`config.mk`:
```
export PLATFORM = sky130hd
export DESIGN_NAME = stopwatch_div_ctrl
export DESIGN_NICKNAME = d
export VERILOG_FILES = /design/src/rtl/stopwatch_div_ctrl.sv
export SDC_FILE = /design/constraint.sdc
export NUM_CORES = 1
export LEC_CHECK = 0
export CAP_MARGIN = 20
export CORE_MARGIN = 3
export CORE_UTILIZATION = 45
export DETAILED_ROUTE_END_ITERATION = 10
export GPL_TIMING_DRIVEN = 1
export PLACE_DENSITY = 0.88
export SLEW_MARGIN = 25
export SYNTH_ARGS = -nofsm -noshare
export SYNTH_HDL_FRONTEND = slang
export SYNTH_SLANG_ARGS = --single-unit
export TNS_END_PERCENT = 50
```
`constraint.sdc`:
```
create_clock -name clk -period 2.58 [get_ports clk]
set_clock_uncertainty 0.05 [all_clocks]
set_input_delay 0.387 -clock clk [delete_from_list [all_inputs] [get_ports clk]]
set_output_delay 0.387 -clock clk [all_outputs]
set_load 0.05 [all_outputs]
```
`src/rtl/stopwatch_div_ctrl.sv`:
```
// stopwatch_div_ctrl
// Control-side partner of an external 7-bit divider counter. Runs the
// IDLE / RUN / PAUSE stopwatch machine from two debounced button levels,
// steers the counter through load / reload-to-1 / clear-to-0 selects, and
// produces a one-cycle tick per counter wrap plus a running tick total.
//
// The counter itself has no reset. After a controller reset it may hold
// any value; the first clear, or a run up to DIV_N, brings it back into
// the 1..DIV_N cycle.
//
// DIV_N must lie in 1..127 so that it fits the counter's 7-bit value.

module stopwatch_div_ctrl #(
  parameter int DIV_N  = 100,
  parameter int TICK_W = 16
) (
  input  logic              clk,
  input  logic              rst,
  input  logic              en_in,
  input  logic              btn_start_stop,
  input  logic              btn_clear,
  input  logic [6:0]        cnt_val,
  output logic              cnt_load,
  output logic              cnt_valsel,
  output logic              cnt_clear,
  output logic              tick,
  output logic [TICK_W-1:0] tick_cnt,
  output logic              running
);

  // Terminal value at the counter's own width, so the compare is 7 bits
  // against 7 bits.
  localparam logic [6:0] DIV_N_V = 7'(DIV_N);

  typedef enum logic [1:0] {
    ST_IDLE  = 2'd0,
    ST_RUN   = 2'd1,
    ST_PAUSE = 2'd2
  } state_e;

  state_e              state_q, state_d;
  logic                ss_prev_q, ss_prev_d;
  logic                clr_prev_q, clr_prev_d;
  logic                tick_q, tick_d;
  logic [TICK_W-1:0]   tick_cnt_q, tick_cnt_d;

  logic                ss_edge;
  logic                clr_edge;
  logic                at_term;
  logic                run_strobe;

  // Rising-edge detect against the previous button levels. Edges are
  // masked while rst is high, so the counter is never driven during reset.
  always_comb begin
    ss_prev_d  = btn_start_stop;
    clr_prev_d = btn_clear;
    ss_edge    = btn_start_stop & ~ss_prev_q  & ~rst;
    clr_edge   = btn_clear      & ~clr_prev_q & ~rst;
  end

  // Counter status decode: at or past the terminal value means the next
  // strobe reloads to 1. Out-of-range values (above DIV_N) land here too.
  always_comb begin
    at_term    = (cnt_val >= DIV_N_V);
    run_strobe = (state_q == ST_RUN) & en_in;
  end

  // Next-state logic: clear beats start/stop, and decisions use the
  // current state, so a strobe in the IDLE->RUN cycle is not counted.
  always_comb begin
    // NOTE: every variable written here gets a default first; a path that
    // leaves one unassigned would infer a latch.
    state_d = state_q;
    if (clr_edge) begin
      state_d = ST_IDLE;
    end else if (ss_edge) begin
      unique case (state_q)
        ST_IDLE:  state_d = ST_RUN;
        ST_RUN:   state_d = ST_PAUSE;
        ST_PAUSE: state_d = ST_RUN;
        default:  state_d = ST_IDLE;
      endcase
    end
  end

  // Counter steering. Combinational so the counter acts on the same edge
  // as the controller's own registers.
  always_comb begin
    cnt_clear  = clr_edge;
    cnt_load   = clr_edge | run_strobe;
    cnt_valsel = ~rst & ~clr_edge & at_term;
  end

  // Tick and tick total. A wrap strobe sets tick for the cycle after the
  // reload edge; clear zeroes the total and suppresses any wrap that
  // coincides with it.
  always_comb begin
    tick_d     = run_strobe & at_term & ~clr_edge;
    tick_cnt_d = tick_cnt_q;
    if (clr_edge) begin
      tick_cnt_d = '0;
    end else if (tick_d) begin
      tick_cnt_d = tick_cnt_q + TICK_W'(1);
    end
  end

  // State and history registers, asynchronously reset.
  always_ff @(posedge clk or posedge rst) begin
    // NOTE: sequential state uses non-blocking assignments so every flop
    // samples its _d value from before this edge, independent of order.
    if (rst) begin
      state_q    <= ST_IDLE;
      ss_prev_q  <= 1'b0;
      clr_prev_q <= 1'b0;
      tick_q     <= 1'b0;
      tick_cnt_q <= '0;
    end else begin
      state_q    <= state_d;
      ss_prev_q  <= ss_prev_d;
      clr_prev_q <= clr_prev_d;
      tick_q     <= tick_d;
      tick_cnt_q <= tick_cnt_d;
    end
  end

  // Registered outputs and the state decode.
  always_comb begin
    tick     = tick_q;
    tick_cnt = tick_cnt_q;
    running  = (state_q == ST_RUN);
  end

endmodule
```
# After elaboration in Yosys (flattened, before gate mapping)
# Cells that the tools add are included.
# totals
word_cells,32
regBits,21
output_inout_bits,21
# classes
n_reduce_logical,4
addsub,1
bitwise,14
n_eq_ne,2
magnitude_cmp,1
muxes,5
# ops
cell,count
$mux W16,2
$add A16 B1 Y16 const B,1
$and A1 B1 Y1,9
$ge A7 B7 Y1 const B,1
$mux W2,2
$not A1 Y1,4
$pmux W2 S2,1
$reduce_bool A2 Y1,2
$eq A2 B1 Y1 const B,1
$eq A2 B2 Y1 const B,1
$logic_not A2 Y1,1
$reduce_or A2 Y1,1
$or A1 B1 Y1,1

# Logic depth before layout (Yosys ltp)
# depth
word_depth,7
depth_mapped,5

# Worst setup path before layout
# Ideal clock, no wire load.
# synth_timing
kind,in2out
start,in rst
end,out cnt_clear
t_required_ns,2.143
cell_stages,4
path_buffers,1
arrival_ns,1.880
slack_ns,0.263
cell_sequence,inv_1 nand2_1 clkinv_1 clkbuf_1
# synth_via
elab_chain_cells,2
# synth_lines
element,line,rtl
start: declaration,18,"input logic rst,"
$not A1 Y1,58,clr_edge = btn_clear & ~clr_prev_q & ~rst;
$and A1 B1 Y1,58,
end: declaration,25,"output logic cnt_clear,"
# No other way between the ends.

# Worst setup path in the final report
# layout_timing
start,in cnt_val[3]
end,out cnt_valsel
# layout_via
elab_chain_cells,2
# layout_lines
element,line,rtl
start: declaration,22,"input logic [6:0] cnt_val,"
$ge A7 B7 Y1,64,at_term = (cnt_val >= DIV_N_V);
$and A1 B1 Y1,91,cnt_valsel = ~rst & ~clr_edge & at_term;
end: declaration,24,"output logic cnt_valsel,"
# No other way between the ends.

==> results.cfg <==
[cts]
cts.repair.resized = 0
htree_num_levels = 1
postCtsHoldBufs = 0
cts_tree = built
clk_latency_ns = 0.30
cts-root-buf = clkbuf_4
cts_setup_buffers = 0
cts_buffers = 3
clockBufferDepth = 2
cts.clk_slew.worst_paths_ns = 0.11
clock-sinks = 21

[layout]
layoutNonFillerInstCount = 173
antenna_cells = 0
syn_to_final_growth_pct = 37.22
final_cell_area_um2 = 1458
regArea_um2 = 525.5
utilization_pct = 69.35
fillCellCount = 172
drive_above_1_share_pct = 9.589
final_nets = 160
multi_input_area_um2 = 509.2

[sta]
setup_viol = 0
setup_ws_ns = 0.2783
relSlewSlack_pct = 41.80
final.setup.tns_ns = 0
rsz0062_at_grt = no
drv_slew = 0
hold-worst-slack_ns = 0.4840
worst_pin_slew_ns = 0.8594
finalHoldViolCount = 0
clock.fmax_ghz = 0.4345
fin_crit_sh_pct = 89.21
period_needed_ns = 2.302

[placement]
place_inst = 169
dpl_cell_area_um2 = 1431
place.gp.congestion = 0.7687
port_buffers = 30
pre_cts_ws_ns = 0.2080
dpl.hpwl_um = 1884

[synth]
yosys.area_share.simple_pct = 28.03
synth_mux_area_share_pct = 2.002
ys_ff_latch = 21
syn_nets = 124
ys_types = 30
synth-xor-area-share_pct = 6.596
ys_warn_count = 0
yosys.cell_count.top_type = dfrtp_1
synth_common_cells = dfrtp_1, nor2_1, nand2_1, xnor2_1
syn_inst = 111
synth_area_leader_cell = dfrtp_1
synth_area_um2 = 1062
synth_edf_count = 0
async_flop_share_pct = 100.0
synth_area_leaders = dfrtp_1, xnor2_1, nor2_1, nor3_1, o21ai_0
synth_compound_area_share_pct = 10.13
synth_top_family_by_area = simple AND/OR/NAND/NOR gates
ys.flop_type = dfrtp_1
synthAdderAreaFrac_pct = 1.178
ys_seq_area_share_pct = 49.47
synth_top_area_share_pct = 49.47
syn_area_per_cell_um2 = 9.570

[power_and_ir_drop]
p_int_mw = 0.4581
p_per_area_nw_per_um2 = 443.7
p_clk_share_pct = 24.0
seqPwrFrac_pct = 54.8
p_comb_share_pct = 21.2
power_mw = 0.6468
p_leak_nw = 0.6170
ir_worst_vdd_v = 0.0003552
swShare_pct = 29.18
p_switching_mw = 0.1887

[detailed_routing]
drc = 0
drt_wl_total_um = 2436
vias_per_cell = 5.526
ant_nets = 0
drt_iter0_drc = 14
wl_per_cell_um = 14.08
num_vias = 956
dr.pass1.iters = 4

[min_path]
hold_class = in2async

[worst_setup_path]
crit_path_max_fanout = 6
path_cells = clkdlybuf4s50_1 -> o311ai_1 -> nor3_1 -> buf_4
slowest_delay_ns = 0.76
end_kind = output pin
cp.required_ns = 2.14
critPathLaunchType = input port
crit_arrival_ns = 1.86
r2r_cells = 4
path_class = in2out
slowest_stage = o311ai_1

[run_status]
status = finished, final reports clean

[global_routing]
grt_max_degree = 23
grt_overflow = 0
antenna_found_initial = 0
first_global_vias = 934
grt_pass1_wl_um = 4257
grtUsageTotal_pct = 19.77

[floorplanning]
core-area_um2 = 2102
die_y_um = 54.59
rows = 16
die_area_um2 = 2980
start_util_pct = 50.54
ioPinCount = 33
die-width_um = 54.59

[run]
cap_violations = 0
[registers in the layout, summed over array words and instances, names as in the netlist]
signal	flops
clr_prev_q	1
ss_prev_q	1
state_q	2
tick	1
tick_cnt	16
[power groups by stage]
stage	logic [mW]	clock network, mW	registers, mW
floorplan	0.0602	0	0.377
global placement	0.135	0	0.359
detailed placement	0.137	0	0.361
CTS	0.138	0.161	0.354
global route	0.146	0.174	0.356
finish	0.137	0.155	0.355
[routing by layer]
metal	vias to the layer above	wire [um]	global-route usage [%]
li1	470	-	-
met1	460	1100	26.33
met2	22	1211	32.09
met3	4	97	3.815
met4	0	27	6.224
met5	-	0	0
[layout by cell type (no fill, tap or decap), drive strengths merged]
cell,netlist,routed
clkdlybuf4s50,0,27
clkinv,1,1
nand2b,3,3
xnor2,8,8
nand3b,1,1
and4,1,1
clkbuf,2,4
inv,3,3
nor3,7,7
mux2,1,1
or3,4,4
a22o,1,1
o21ai,7,7
nand3,4,4
nand4,5,5
nand4b,1,1
mux2i,1,1
a21oi,6,6
nor2,12,12
nor4,4,4
a31o,1,1
nor2b,2,2
a41o,1,1
ha,1,1
nand2,9,9
or4,1,1
a31oi,1,1
buf,1,7
o311ai,1,1
dfrtp,21,21
[final cells by class]
class	count	share of cell area, %
flip-flops and latches	21	36.05
multi-input cells	83	34.94
repair buffers	34	23.86
well taps	27	2.318
clock buffers	4	1.803
inverters	4	1.030
[final timing paths]
check / slack (ns) / endpoint / from
min: 0.48 / state_q[0] / rst
max in group asynchronous: 1.78 / tick_cnt[9] / rst
min reg2reg: 0.52 / state_q[1] / state_q[1]
max: 0.28 / cnt_valsel / cnt_val[3]
min in group clk: 0.51 / ss_prev_q / btn_start_stop
max reg2reg: 0.58 / tick_cnt[13] / tick_cnt[2]
[worst max-delay path, delay by kind of cell]
| family | cells | cell delay (ns) |
|---|---|---|
| compound gates | 1 | 0.76 |
| simple gates | 1 | 0.10 |
| buf+inv | 2 | 0.63 |
[cells by family (layout without fill, tap and decap cells)]
logic type,Yosys count,count (layout)
fa+ha+maj,1,1
compound gates,18,18
mux,2,2
buf+inv,7,42
simple gates,54,54
flops,21,21
xor+xnor,8,8
Power figures use the tool's default switching activity.
